[config.mk]
export PLATFORM = sky130hd
export DESIGN_NAME = updtx_sched_flat
export DESIGN_NICKNAME = d
export VERILOG_FILES = /design/src/rtl/updtx_sched_pkg.sv /design/src/rtl/updtx_sched_if.sv /design/src/rtl/updtx_sched_tmr.sv /design/src/rtl/updtx_sched.sv /design/src/flat_wrapper.sv
export SDC_FILE = /design/constraint.sdc
export NUM_CORES = 1
export LEC_CHECK = 0
export CAP_MARGIN = 10
export CORE_MARGIN = 4
export CORE_UTILIZATION = 45
export DETAILED_ROUTE_END_ITERATION = 7
export GPL_ROUTABILITY_DRIVEN = 0
export GPL_TIMING_DRIVEN = 0
export PLACE_DENSITY = 0.67
export SETUP_SLACK_MARGIN = 0.15
export SLEW_MARGIN = 20
export SYNTH_ARGS = -nofsm -noshare
export SYNTH_HDL_FRONTEND = slang
export SYNTH_SLANG_ARGS = --single-unit
[constraint.sdc]
create_clock -name clk -period 5.8 [get_ports clk]
set_input_delay 1.74 -clock clk [delete_from_list [all_inputs] [get_ports clk]]
set_output_delay 1.74 -clock clk [all_outputs]
set_load 0.03 [all_outputs]
[src/rtl/updtx_sched_pkg.sv]
// Shared types for the USBPD TX scheduler: FSM state encoding and the
// outcome code that the FIN state reports.
package updtx_sched_pkg;

    // Encoding is visible on sch_fsm for debug, so keep these values stable.
    typedef enum logic [2:0] {
        SCH_IDLE = 3'd0,
        SCH_GAP  = 3'd1,
        SCH_SEND = 3'd2,
        SCH_CRCW = 3'd3,
        SCH_FIN  = 3'd4
    } sch_state_e;

    // Outcome latched on the way into FIN and pulsed for one cycle there.
    typedef enum logic [1:0] {
        RES_NONE = 2'd0,
        RES_DONE = 2'd1,
        RES_FAIL = 2'd2,
        RES_DISC = 2'd3
    } sch_res_e;

endpackage

[src/rtl/updtx_sched_if.sv]
// Bundle between the register block / PHY and the TX scheduler.
// Signalling: r_txreq, r_hrreq, ptx_ack, prx_gdcrc and prx_gdmsgrcvd are
// single-cycle pulses sampled on the rising clock edge, with no backpressure.
// sch_txreq is a level the PHY sees until it answers with ptx_ack; the
// scheduler drops it combinationally in the ack cycle. sch_done, sch_fail,
// sch_disc and sch_ovr are single-cycle pulses.
interface updtx_sched_if;
    logic       r_txreq;
    logic       r_hrreq;
    logic [1:0] r_nretry;
    logic [2:0] r_msgid;
    logic       pid_ccidle;
    logic       ptx_ack;
    logic       prx_gdcrc;
    logic [2:0] prx_gdcrc_id;
    logic       prx_gdmsgrcvd;
    logic       sch_txreq;
    logic       sch_hrst;
    logic       sch_busy;
    logic       sch_done;
    logic       sch_fail;
    logic       sch_disc;
    logic       sch_ovr;
    logic [1:0] sch_rtycnt;
    logic [2:0] sch_fsm;

    modport slave (
        input  r_txreq, r_hrreq, r_nretry, r_msgid,
        input  pid_ccidle, ptx_ack, prx_gdcrc, prx_gdcrc_id, prx_gdmsgrcvd,
        output sch_txreq, sch_hrst, sch_busy, sch_done, sch_fail,
        output sch_disc, sch_ovr, sch_rtycnt, sch_fsm
    );

    modport master (
        output r_txreq, r_hrreq, r_nretry, r_msgid,
        output pid_ccidle, ptx_ack, prx_gdcrc, prx_gdcrc_id, prx_gdmsgrcvd,
        input  sch_txreq, sch_hrst, sch_busy, sch_done, sch_fail,
        input  sch_disc, sch_ovr, sch_rtycnt, sch_fsm
    );
endinterface

[src/rtl/updtx_sched_tmr.sv]
// Loadable saturating down-counter shared by the inter-frame gap and the
// CRCReceiveTimer (the two phases never overlap).
module updtx_sched_tmr #(
    parameter int NBT = 14
) (
    input  logic           clk,
    input  logic           srstz,
    input  logic           i_ld,
    input  logic [NBT-1:0] i_ldval,
    input  logic           i_en,
    output logic           o_zero
);
    logic [NBT-1:0] r_cnt;

    // Load has priority; counting stops at zero instead of wrapping.
    always_ff @(posedge clk or negedge srstz) begin
        if (!srstz) begin
            r_cnt <= '0;
        end else if (i_ld) begin
            r_cnt <= i_ldval;
        end else if (i_en && (r_cnt != '0)) begin
            r_cnt <= r_cnt - NBT'(1);
        end
    end

    assign o_zero = (r_cnt == '0);
endmodule

[src/rtl/updtx_sched.sv]
// USBPD TX scheduler: arbitrates message and Hard Reset requests, enforces
// the CC-idle inter-frame gap, drives the PHY TX request and runs the
// GoodCRC wait / retry loop for messages.
module updtx_sched
    import updtx_sched_pkg::*;
#(
    parameter int GAP_CYC = 300,
    parameter int CRC_CYC = 12000,
    parameter int TMR_NBT = 14
) (
    input logic          clk,
    input logic          srstz,
    updtx_sched_if.slave sch
);
    // The timer is loaded with N-1 because the first cycle in the new state
    // already counts, so GAP lasts GAP_CYC idle cycles and CRCW lasts CRC_CYC.
    localparam logic [TMR_NBT-1:0] GAP_LD = TMR_NBT'(GAP_CYC - 1);
    localparam logic [TMR_NBT-1:0] CRC_LD = TMR_NBT'(CRC_CYC - 1);

    sch_state_e         r_state;
    sch_state_e         w_nxt_state;
    logic               r_hr;
    logic               w_nxt_hr;
    logic               r_pend_hr;
    logic               w_nxt_pend;
    logic [1:0]         r_rtycnt;
    logic [1:0]         w_nxt_rty;
    sch_res_e           r_res;
    sch_res_e           w_nxt_res;
    logic               w_tmr_ld;
    logic [TMR_NBT-1:0] w_tmr_ldval;
    logic               w_tmr_en;
    logic               w_tmr_zero;
    logic               w_hr_evt;
    logic               w_gdcrc_ok;
    logic               w_ovr;

    // A Hard Reset is wanted either right now or from an earlier latched request.
    assign w_hr_evt   = sch.r_hrreq | r_pend_hr;
    assign w_gdcrc_ok = sch.prx_gdcrc & (sch.prx_gdcrc_id == sch.r_msgid);

    updtx_sched_tmr #(
        .NBT (TMR_NBT)
    ) u_tmr (
        .clk     (clk),
        .srstz   (srstz),
        .i_ld    (w_tmr_ld),
        .i_ldval (w_tmr_ldval),
        .i_en    (w_tmr_en),
        .o_zero  (w_tmr_zero)
    );

    // State and bookkeeping registers.
    always_ff @(posedge clk or negedge srstz) begin
        if (!srstz) begin
            r_state   <= SCH_IDLE;
            r_hr      <= 1'b0;
            r_pend_hr <= 1'b0;
            r_rtycnt  <= 2'd0;
            r_res     <= RES_NONE;
        end else begin
            r_state   <= w_nxt_state;
            r_hr      <= w_nxt_hr;
            r_pend_hr <= w_nxt_pend;
            r_rtycnt  <= w_nxt_rty;
            r_res     <= w_nxt_res;
        end
    end

    // Next-state logic, timer control and overrun detection.
    always_comb begin
        w_nxt_state = r_state;
        w_nxt_hr    = r_hr;
        // A Hard Reset arriving while a message is in flight is remembered.
        w_nxt_pend  = r_pend_hr | (sch.r_hrreq & (r_state != SCH_IDLE) & ~r_hr);
        w_nxt_rty   = r_rtycnt;
        w_nxt_res   = r_res;
        w_tmr_ld    = 1'b0;
        w_tmr_ldval = GAP_LD;
        w_tmr_en    = 1'b0;
        w_ovr       = sch.r_txreq & ((r_state != SCH_IDLE) | w_hr_evt);

        unique case (r_state)
            SCH_IDLE: begin
                if (w_hr_evt) begin
                    w_nxt_state = SCH_GAP;
                    w_nxt_hr    = 1'b1;
                    w_nxt_pend  = 1'b0;
                    w_tmr_ld    = 1'b1;
                end else if (sch.r_txreq) begin
                    w_nxt_state = SCH_GAP;
                    w_nxt_hr    = 1'b0;
                    w_nxt_rty   = 2'd0;
                    w_tmr_ld    = 1'b1;
                end
            end
            SCH_GAP: begin
                w_tmr_en = sch.pid_ccidle;
                if (!r_hr && w_hr_evt) begin
                    // Message pre-empted: restart the gap for the Hard Reset.
                    w_nxt_hr   = 1'b1;
                    w_nxt_pend = 1'b0;
                    w_tmr_ld   = 1'b1;
                end else if (!r_hr && sch.prx_gdmsgrcvd) begin
                    w_nxt_state = SCH_FIN;
                    w_nxt_res   = RES_DISC;
                end else if (!sch.pid_ccidle) begin
                    w_tmr_ld = 1'b1;
                end else if (w_tmr_zero) begin
                    w_nxt_state = SCH_SEND;
                end
            end
            SCH_SEND: begin
                if (sch.ptx_ack) begin
                    if (r_hr) begin
                        w_nxt_state = SCH_FIN;
                        w_nxt_res   = RES_DONE;
                    end else if (w_hr_evt) begin
                        w_nxt_state = SCH_GAP;
                        w_nxt_hr    = 1'b1;
                        w_nxt_pend  = 1'b0;
                        w_tmr_ld    = 1'b1;
                    end else begin
                        w_nxt_state = SCH_CRCW;
                        w_tmr_ld    = 1'b1;
                        w_tmr_ldval = CRC_LD;
                    end
                end
            end
            SCH_CRCW: begin
                w_tmr_en = 1'b1;
                if (w_hr_evt) begin
                    w_nxt_state = SCH_GAP;
                    w_nxt_hr    = 1'b1;
                    w_nxt_pend  = 1'b0;
                    w_tmr_ld    = 1'b1;
                end else if (w_gdcrc_ok) begin
                    w_nxt_state = SCH_FIN;
                    w_nxt_res   = RES_DONE;
                end else if (sch.prx_gdmsgrcvd) begin
                    w_nxt_state = SCH_FIN;
                    w_nxt_res   = RES_DISC;
                end else if (w_tmr_zero) begin
                    if (r_rtycnt < sch.r_nretry) begin
                        w_nxt_rty   = r_rtycnt + 2'd1;
                        w_nxt_state = SCH_GAP;
                        w_tmr_ld    = 1'b1;
                    end else begin
                        w_nxt_state = SCH_FIN;
                        w_nxt_res   = RES_FAIL;
                    end
                end
            end
            SCH_FIN: begin
                w_nxt_state = SCH_IDLE;
            end
            default: begin
                w_nxt_state = SCH_IDLE;
            end
        endcase
    end

    // TX request drops in the ack cycle itself so the PHY never sees a second frame.
    assign sch.sch_txreq  = (r_state == SCH_SEND) & ~sch.ptx_ack;
    assign sch.sch_hrst   = (r_state == SCH_SEND) & r_hr;
    assign sch.sch_busy   = (r_state != SCH_IDLE);
    assign sch.sch_done   = (r_state == SCH_FIN) & (r_res == RES_DONE);
    assign sch.sch_fail   = (r_state == SCH_FIN) & (r_res == RES_FAIL);
    assign sch.sch_disc   = (r_state == SCH_FIN) & (r_res == RES_DISC);
    assign sch.sch_ovr    = w_ovr;
    assign sch.sch_rtycnt = r_rtycnt;
    assign sch.sch_fsm    = r_state;
endmodule

[src/flat_wrapper.sv]
// flat-port wrapper written by rule: the top's interface ports become plain ports
module updtx_sched_flat import updtx_sched_pkg::*;
#(
    parameter int GAP_CYC = 300,
    parameter int CRC_CYC = 12000,
    parameter int TMR_NBT = 14
)
  (clk, srstz, sch_r_txreq, sch_r_hrreq, sch_r_nretry, sch_r_msgid, sch_pid_ccidle, sch_ptx_ack, sch_prx_gdcrc, sch_prx_gdcrc_id, sch_prx_gdmsgrcvd, sch_sch_txreq, sch_sch_hrst, sch_sch_busy, sch_sch_done, sch_sch_fail, sch_sch_disc, sch_sch_ovr, sch_sch_rtycnt, sch_sch_fsm);
  updtx_sched_if sch_i ();
  input logic clk;
  input logic srstz;
  input wire logic [$bits(sch_i.r_txreq)-1:0] sch_r_txreq;
  input wire logic [$bits(sch_i.r_hrreq)-1:0] sch_r_hrreq;
  input wire logic [$bits(sch_i.r_nretry)-1:0] sch_r_nretry;
  input wire logic [$bits(sch_i.r_msgid)-1:0] sch_r_msgid;
  input wire logic [$bits(sch_i.pid_ccidle)-1:0] sch_pid_ccidle;
  input wire logic [$bits(sch_i.ptx_ack)-1:0] sch_ptx_ack;
  input wire logic [$bits(sch_i.prx_gdcrc)-1:0] sch_prx_gdcrc;
  input wire logic [$bits(sch_i.prx_gdcrc_id)-1:0] sch_prx_gdcrc_id;
  input wire logic [$bits(sch_i.prx_gdmsgrcvd)-1:0] sch_prx_gdmsgrcvd;
  output wire logic [$bits(sch_i.sch_txreq)-1:0] sch_sch_txreq;
  output wire logic [$bits(sch_i.sch_hrst)-1:0] sch_sch_hrst;
  output wire logic [$bits(sch_i.sch_busy)-1:0] sch_sch_busy;
  output wire logic [$bits(sch_i.sch_done)-1:0] sch_sch_done;
  output wire logic [$bits(sch_i.sch_fail)-1:0] sch_sch_fail;
  output wire logic [$bits(sch_i.sch_disc)-1:0] sch_sch_disc;
  output wire logic [$bits(sch_i.sch_ovr)-1:0] sch_sch_ovr;
  output wire logic [$bits(sch_i.sch_rtycnt)-1:0] sch_sch_rtycnt;
  output wire logic [$bits(sch_i.sch_fsm)-1:0] sch_sch_fsm;
  assign sch_i.r_txreq = sch_r_txreq;
  assign sch_i.r_hrreq = sch_r_hrreq;
  assign sch_i.r_nretry = sch_r_nretry;
  assign sch_i.r_msgid = sch_r_msgid;
  assign sch_i.pid_ccidle = sch_pid_ccidle;
  assign sch_i.ptx_ack = sch_ptx_ack;
  assign sch_i.prx_gdcrc = sch_prx_gdcrc;
  assign sch_i.prx_gdcrc_id = sch_prx_gdcrc_id;
  assign sch_i.prx_gdmsgrcvd = sch_prx_gdmsgrcvd;
  assign sch_sch_txreq = sch_i.sch_txreq;
  assign sch_sch_hrst = sch_i.sch_hrst;
  assign sch_sch_busy = sch_i.sch_busy;
  assign sch_sch_done = sch_i.sch_done;
  assign sch_sch_fail = sch_i.sch_fail;
  assign sch_sch_disc = sch_i.sch_disc;
  assign sch_sch_ovr = sch_i.sch_ovr;
  assign sch_sch_rtycnt = sch_i.sch_rtycnt;
  assign sch_sch_fsm = sch_i.sch_fsm;
  updtx_sched #(.GAP_CYC(GAP_CYC), .CRC_CYC(CRC_CYC), .TMR_NBT(TMR_NBT)) u_core (.clk(clk), .srstz(srstz), .sch(sch_i));
endmodule
[Word level (Yosys, flattened, before mapping)]
Cells that the tools add are included.
W data, S select, Z words.
Storage, ports and cells
  output and inout bits: 12
  register bits after elaboration: 23
  bits of input ports: 16
  word-level logic and storage cells: 133
Operators by class
  reductions and logical operators: 17
  equality and inequality tests: 27
  bitwise operators: 14
  $lt $le $gt $ge: 1
  add/sub/neg operators: 2
  multiplexer cells: 66
Operator list (number)
  $mux W14: 6
  $mux W3: 13
  $mux W2: 17
  $mux W1: 23
  $ne A2 B2 Y1 const B: 8
  $reduce_and A8 Y1: 2
  $logic_not A14 Y1: 1
  $reduce_bool A14 Y1: 1
  $sub A14 B1 Y14 const B: 1
  $pmux W3 S4: 1
  $ne A2 B1 Y1 const B: 5
  $and A1 B1 Y1: 9
  $ne A3 B2 Y1 const B: 3
  $ne A4 B3 Y1 const B: 2
  $pmux W1 S4: 2
  $eq A3 B2 Y1 const B: 2
  $pmux W2 S3: 1
  $reduce_and A6 Y1: 1
  $reduce_bool A3 Y1: 2
  $ne A5 B3 Y1 const B: 1
  $reduce_and A5 Y1: 1
  $eq A2 B2 Y1 const B: 2
  $pmux W2 S2: 1
  $reduce_bool A2 Y1: 2
  15 further kinds: 20

[Longest topological paths before layout]
Gate-level depths: netlist (run 1).
  depth in word-level cells: 8
  mapped depth: 8
  mapped depth without buffers: 7

[Cells and area by module]
From an unflattened synthesis (run 1), not the netlist that was laid out.
Second synthesis, totals
  cells, all modules: 219
  area, all modules: 1788.0 um^2
By module, submodules not included
  updtx_sched_tmr: seq. area each 350.3 um^2, cells each 111, instances 1, area each 914.6 um^2
  updtx_sched: seq. area each 225.2 um^2, cells each 108, instances 1, area each 873.3 um^2

[Worst setup path after synthesis (run 1)]
No wires, ideal clock.
  kind: input port to output port
  from: input port sch_r_hrreq
  to: output port sch_sch_ovr
  arrival time: 2.528 ns
  required time: 4.060 ns
  stages on the path: 2
  slack: 1.532 ns
  path buffers: 0
  path through: nor2_1 > a21boi_0
On the way
  longest elaborated chain between the ends: 3
Ends and longest elaborated chain
  start, declared: RTL line flat_wrapper.sv:13  | input wire logic [$bits(sch_i.r_hrreq)-1:0] sch_r_hrreq;
  $or A1 B1 Y1: RTL line updtx_sched.sv:39  | assign w_hr_evt = sch.r_hrreq | r_pend_hr;
  $or A1 B1 Y1: RTL line updtx_sched.sv:81  | w_ovr = sch.r_txreq & ((r_state != SCH_IDLE) | w_hr_evt);
  $and A1 B1 Y1: RTL line updtx_sched.sv:81
  end, declared: RTL line flat_wrapper.sv:27  | output wire logic [$bits(sch_i.sch_ovr)-1:0] sch_sch_ovr;
Every way passes these cells.

[Worst setup path after layout (run 1)]
  from: input port sch_ptx_ack
  to: output port sch_sch_txreq
On the way
  longest elaborated chain between the ends: 2
Ends and longest elaborated chain
  start, declared: RTL line flat_wrapper.sv:17  | input wire logic [$bits(sch_i.ptx_ack)-1:0] sch_ptx_ack;
  $not A1 Y1: RTL line updtx_sched.sv:164  | assign sch.sch_txreq = (r_state == SCH_SEND) & ~sch.ptx_ack;
  $and A1 B1 Y1: RTL line updtx_sched.sv:164
  end, declared: RTL line flat_wrapper.sv:21  | output wire logic [$bits(sch_i.sch_txreq)-1:0] sch_sch_txreq;
Every way passes these cells.

==> run metrics, run 1 <==
status=finished clean; Post-synth EDFFs=0; Die Y=just under 70 um; final period utilization=0.880; Crit. End Element=output port; mapped cell area=around 1600 sq um; TritonRoute pass-1 iters=4; synthesis warning total=0; PnR worst setup slack=0.698 ns; RSZ-0062 raised after global routing=no; Worst Path Required=~4 ns; largest net degree at the start of global routing=24; cell total after placement=250; main area contributors after synthesis=dfrtp_1 36%, mux2i_1 5.0%, xnor2_1 4.4%; worst setup path category=primary input to output port; post-CTS sizing=0; Avg WL per Cell=between 15 and 20 um; number of synthesized register bits=23; final wirelength=between 3000 and 4000 um; area growth from synthesis to layout=21.9%; worst reg-to-reg setup slack=approximately 3.6 ns; Setup crit start=sch_ptx_ack; non-filler cells, final=between 200 and 300; H-tree depth=1; initial antenna violation count=0; Pins Over Slew Limit=0; Antenna Nets Post-Route=0; final layout net count=between 200 and 250; DRC=0; synth unique cells=48; endpoints failing setup=0; Worst Hold End=u_core.r_pend_hr; Sum Neg Setup Slack=0 ns; buffers added on ports=27; Clock Latency Late Sink=between 0.3 and 0.4 ns; CTS tree=built; Tot GR Track Use=0.194; worst-path cell with the longest stage delay=clkdlybuf4s50_1; Initial Util=0.473; Die ar.=between 4000 and 5000 sq um; post-layout minimum cycle time=5.10 ns; first-pass GRT wire length=approximately 6700 um; Slew HR=0.641; share of post-route cells with drive strength above 1=0.0962; post-route cell area=~2000 sq um; Overall Power=just over 0.8 mW; ant diodes=0; # Max-Cap Violations=0; pwr dens=425 nW/um^2; first-iteration detailed-routing DRC count=just over 100; crit-path max FO=5; Post-Synthesis Net Count=~200; DP Worst Slack=0.761 ns; IO Pins=28; row count=21; hold_buf cts=0; worst flop-to-flop path endpoint=u_core.sch.sch_rtycnt[1]; Num CTS Buffers=3; reg2reg path depth=5; min-delay worst type=flip-flop to flip-flop; Max Clock Freq=0.196 GHz; WP data arrival=3.36 ns; CP most frequent cell=clkdlybuf4s50_1; Async S/R FF share, synth=1.00; Via Count=1423; cells after synthesis=about 180; Peak VDD IR=approximately 0.22 mV; clk slew on worst S/H paths=between 0.1 and 0.15 ns; HPWL after DPL=~2900 um; min-delay src=u_core.r_pend_hr; CTS root buffer=clkbuf_4; top_reg_cell synth=dfrtp_1; area leader, netlist=dfrtp_1; share of the synthesized area in the top cell type=0.359; Worst Setup Start Kind=primary input; most common cell in the netlist=dfrtp_1; FF-to-FF Start=u_core.u_tmr.r_cnt[9]; GR Overflow Total=0; core outline area=~3400 sq um; WHS Path Cells=2; Setup Buffers After CTS=0; top cells by count, synth=23 x dfrtp_1, 12 x nor2_1, 12 x nor3_1; Max clock buf depth=2; placed cell area=approximately 1900 sq um; max incr delay on CP=0.75 ns; drt via density=around 5.6; sequential fraction of the synthesis area=0.359; final hold violations=0; Final Skew=approximately 0.0033 ns; CTS sink cnt=23; Post-Syn Area per Cell=9.06 sq um; crit-path cells=clkdlybuf4s50_1 > nor3_1 > clkdlybuf4s50_1; Slew @ Worst Pin=between 0.5 and 0.6 ns; DIE WIDTH=67.7 um; Pleak=0.839 nW; number of global-route vias before repair=1442
==> placed cells by master, fill, tap and decap left out, types with 5 or more instances in the layout <==
cell type,instances
nand3_1,9
dfrtp_1,23
inv_1,11
nand2_1,11
a21oi_1,5
xnor2_1,8
mux2i_1,8
nor2_1,12
xor2_1,8
clkdlybuf4s50_1,26
nor3_1,12
nor2b_1,6
==> area by class of cell <==
type,count,area [sq um]
flip-flops and latches,23,576
multi-input cells,137,953
fillers,312,1440
plain buffers,6,32.5
inverters,11,41.3
well taps,46,57.6
repair buffers,27,265
clock buffers,3,22.5
clock inverters,1,5.00
==> per-layer routing <==
layer,vias to the layer above,track usage,routed length [um],part of all wire
li1,692,-,-,-
met1,690,0.284,1880,0.49
met2,39,0.300,1750,0.46
met3,2,0.0233,178,0.046
met4,0,0.0532,21,0.0055
met5,-,0,0,0
==> how the worst max path moves through the flow <==
stage / to / slack [ns] / depth (start not counted)
CTS: sch_sch_txreq / 0.75 / 3
detailed placement: sch_sch_txreq / 0.76 / 3
finish: sch_sch_txreq / 0.70 / 3
floorplan: sch_sch_ovr / 1.53 / 2
global route: sch_sch_txreq / 0.66 / 3
global placement: sch_sch_txreq / 0.74 / 3
==> per-stage QoR <==
stage | hold WS [ns] | util
after floorplan | 0.479 | -
after global placement | 0.508 | 0.570
after detailed placement | 0.511 | 0.570
after CTS | 0.544 | 0.578
after global routing | 0.599 | 0.576
final | 0.543 | 0.576
==> state kept, by name, indices dropped and copies added, names as in the netlist <==
name	flops
u_core.r_hr	1
u_core.r_res	2
u_core.u_tmr.r_cnt	14
u_core.sch.sch_fsm	3
u_core.sch.sch_rtycnt	2
u_core.r_pend_hr	1
==> logic make-up after synthesis <==
| logic type | count (synthesis) | synth area share |
|---|---|---|
| XOR/XNOR | 16 | 0.0874 |
| multiplexers | 8 | 0.0500 |
| adder cells (fa/ha/maj) | 3 | 0.0234 |
| AND/OR/NAND/NOR | 84 | 0.322 |
| flip-flops | 23 | 0.359 |
| buffers and inverters | 17 | 0.0461 |
| AO/OA/AOI/OAI | 26 | 0.112 |
==> worst max-delay path: cells and delay by family <==
family	cells	cell delay [ns]
buffers and inverters	2	1.24
AND/OR/NAND/NOR	1	0.38
==> where the power goes <==
group | total (mW) | switching (mW) | internal [mW]
clock | 0.0791 | 0.0533 | 0.0258
combinational | 0.506 | 0.293 | 0.214
sequential | 0.245 | 0.0442 | 0.201
total | 0.831 | 0.390 | 0.441
Note: power is estimated with default switching activity, not from simulation.
==> inputs of run 2 (changes only) <==
--- a/config.mk
+++ b/config.mk
@@ -7,11 +7,12 @@
 export LEC_CHECK = 0
 export CAP_MARGIN = 10
 export CORE_MARGIN = 4
-export CORE_UTILIZATION = 45
+export CORE_UTILIZATION = 28
 export DETAILED_ROUTE_END_ITERATION = 7
+export DONT_BUFFER_PORTS = 1
 export GPL_ROUTABILITY_DRIVEN = 0
 export GPL_TIMING_DRIVEN = 0
-export PLACE_DENSITY = 0.67
+export PLACE_DENSITY = 0.38
 export SETUP_SLACK_MARGIN = 0.15
 export SLEW_MARGIN = 20
 export SYNTH_ARGS = -nofsm -noshare
==> run 2 against run 1 <==
Final cell count fell by 0.39%. Combinational power fell by 18%. Hold slack improved by 0.0012 ns. Critical endpoint is now sch_sch_ovr. Largest cell class unchanged. Highest routed layer unchanged.
==> run metrics, run 2 (synthesized netlist as in run 1, its figures left out) <==
status=finished clean (unchanged); row count=27 (was 21); commonest non-fill, non-tap cells in the layout=23 x dfrtp_1, 12 x nor3_1, 12 x nor2_1 (was 26 x clkdlybuf4s50_1, 23 x dfrtp_1, 12 x nor3_1, 12 x nor2_1); buffers added on ports=0 (was 27); # Max-Cap Violations=0 (unchanged); min-delay src=u_core.r_pend_hr (unchanged); most common cell after layout, fill and taps aside=dfrtp_1 (was clkdlybuf4s50_1); Die ar.=7000 sq um (was 4580 sq um); drt via density=5.17 (was 5.60); TritonRoute pass-1 iters=4 (unchanged); Worst Setup Start Kind=primary input (unchanged); max incr delay on CP=0.79 ns (was 0.75 ns); Max Clock Freq=0.230 GHz (was 0.196 GHz); WHS Path Cells=2 (unchanged); largest net degree at the start of global routing=24 (unchanged); ant diodes=0 (unchanged); final layout net count=201 (was 228); share of post-route cells with drive strength above 1=0.105 (was 0.0962); clk slew on worst S/H paths=0.09 ns (was 0.14 ns); first-pass GRT wire length=7200 um (was 6730 um); worst setup path category=primary input to output port (unchanged); Tot GR Track Use=0.125 (was 0.194); FF-to-FF Start=u_core.sch.sch_fsm[0] (was u_core.u_tmr.r_cnt[9]); final wirelength=4050 um (was 3840 um); DRC=0 (unchanged); H-tree depth=1 (unchanged); core outline area=5540 sq um (was 3390 sq um); Critical Path Stages=2 (was 3); final period utilization=0.748 (was 0.880); Setup crit start=sch_r_hrreq (was sch_ptx_ack); post-CTS sizing=0 (unchanged); min-delay worst type=flip-flop to flip-flop (unchanged); Max clock buf depth=2 (unchanged); endpoints failing setup=0 (unchanged); final hold violations=0 (unchanged); Avg WL per Cell=16.0 um (was 15.1 um); Crit. End Element=output port (unchanged); Pins Over Slew Limit=0 (unchanged); Initial Util=0.289 (was 0.473); Die Y=83.7 um (was 67.7 um); CTS tree=built (unchanged); Sum Neg Setup Slack=0 ns (unchanged); hold_buf cts=0 (unchanged); Setup Buffers After CTS=0 (unchanged); Antenna Nets Post-Route=0 (unchanged); crit-path cells=nor2_1 > a21boi_0 (was clkdlybuf4s50_1 > nor3_1 > clkdlybuf4s50_1); pwr dens=460 nW/um^2 (was 425 nW/um^2); IO Pins=28 (unchanged); reg2reg path depth=6 (was 5); Largest Register=u_core.u_tmr.r_cnt (unchanged); worst hold slack=0.544 ns (was 0.543 ns); worst-path cell with the longest stage delay=a21boi_0 (was clkdlybuf4s50_1); DIE WIDTH=83.7 um (was 67.7 um); number of global-route vias before repair=1404 (was 1442); Pleak=0.745 nW (was 0.839 nW); crit-path max FO=5 (unchanged); fillers=594 (was 312); post-layout minimum cycle time=4.34 ns (was 5.10 ns); Clock Latency Late Sink=0.27 ns (was 0.32 ns); Worst Path Required=4.06 ns (about the same); max FFs per register=14 (unchanged); CTS root buffer=clkbuf_8 (was clkbuf_4); CTS sink cnt=23 (unchanged); Via Count=1308 (was 1423); initial antenna violation count=0 (unchanged); CP Buf/Inv Count=0 (was 2); Slew HR=0.265 (was 0.641); RSZ-0062 raised after global routing=no (unchanged); Final Skew=0.00625 ns (was 0.00331 ns); WP data arrival=2.60 ns (was 3.36 ns); first-iteration detailed-routing DRC count=72 (was 101); GR Overflow Total=0 (unchanged); largest delay contributor family on the critical path=compound AO/OA/AOI/OAI gates (was buffers and inverters); area growth from synthesis to layout=8.51% (was 21.9%); Slew @ Worst Pin=1.09 ns (was 0.534 ns); Peak VDD IR=0.196 mV (was 0.219 mV); worst reg-to-reg setup slack=3.26 ns (was 3.64 ns); HPWL after DPL=3100 um (was 2920 um); Num CTS Buffers=3 (unchanged)
## run 2: final cells by class
class                   count  area (sq um)  area share
flip-flops and latches     23           576       0.331
clock inverters             1          5.00     0.00288
well taps                  72          90.1      0.0518
multi-input cells         137           953       0.548
plain buffers               6          32.5      0.0187
clock buffers               3          41.3      0.0237
inverters                  11          41.3      0.0237
## run 2: metal layers
metal	track usage	vias up	wire length [um]
li1	-	639	-
met1	0.168	640	1890
met2	0.210	27	1980
met3	0.0197	2	167
met4	0.0307	0	20
met5	0	-	0
## run 2: worst min-delay path: cells and delay by family (launching register included)
kind	cells	cell delay, ns
flops	1	0.40
simple gates	2	0.12
## run 2: through the flow
| stage | area (sq um) | power (mW) | worst slack (ns) | instances | util |
|---|---|---|---|---|---|
| 2_1_floorplan | 1600 | 0.605 | 1.53 | 177 | - |
| 3_3_place_gp | 1690 | 0.700 | 1.47 | 249 | 0.306 |
| 3_5_place_dp | 1690 | 0.703 | 1.46 | 249 | 0.306 |
| 4_1_cts | 1740 | 0.812 | 1.46 | 253 | 0.314 |
| 5_1_grt | 1740 | 0.873 | 1.42 | 253 | 0.314 |
| 6_report | 1740 | 0.800 | 1.46 | 253 | 0.314 |
## run 2: power breakdown
group          total [mW]  switching (mW)  internal [mW]  leakage, nW
Clock               0.103          0.0546         0.0480       0.0255
Sequential          0.281          0.0804          0.201        0.281
Combinational       0.417           0.256          0.161        0.438
## run 2: path summary, 6_finish.rpt
kind	to
max reg2reg	u_core.sch.sch_fsm[0]
max	sch_sch_ovr
min in group asynchronous	u_core.u_tmr.r_cnt[4]
min	u_core.r_pend_hr
max in group asynchronous	u_core.r_res[0]
min reg2reg	u_core.r_pend_hr
==> inputs of run 3 (changes only) <==
==> constraint.sdc (replaced) <==
create_clock -name clk -period 4.3 [get_ports clk]
set_input_delay 1.29 -clock clk [delete_from_list [all_inputs] [get_ports clk]]
set_output_delay 1.29 -clock clk [all_outputs]
set_load 0.03 [all_outputs]
==> results of run 3 <==
Same layout as run 2 (identical final DEF). Status: finished clean.
Among the figures that moved: setup slack after placement 1.46 ns -> 0.858 ns; setup slack after layout 1.46 ns -> 0.861 ns; register-to-register setup slack 3.26 ns -> 1.76 ns; total power 0.800 mW -> 1.08 mW; worst IR drop on VDD 0.196 mV -> 0.265 mV
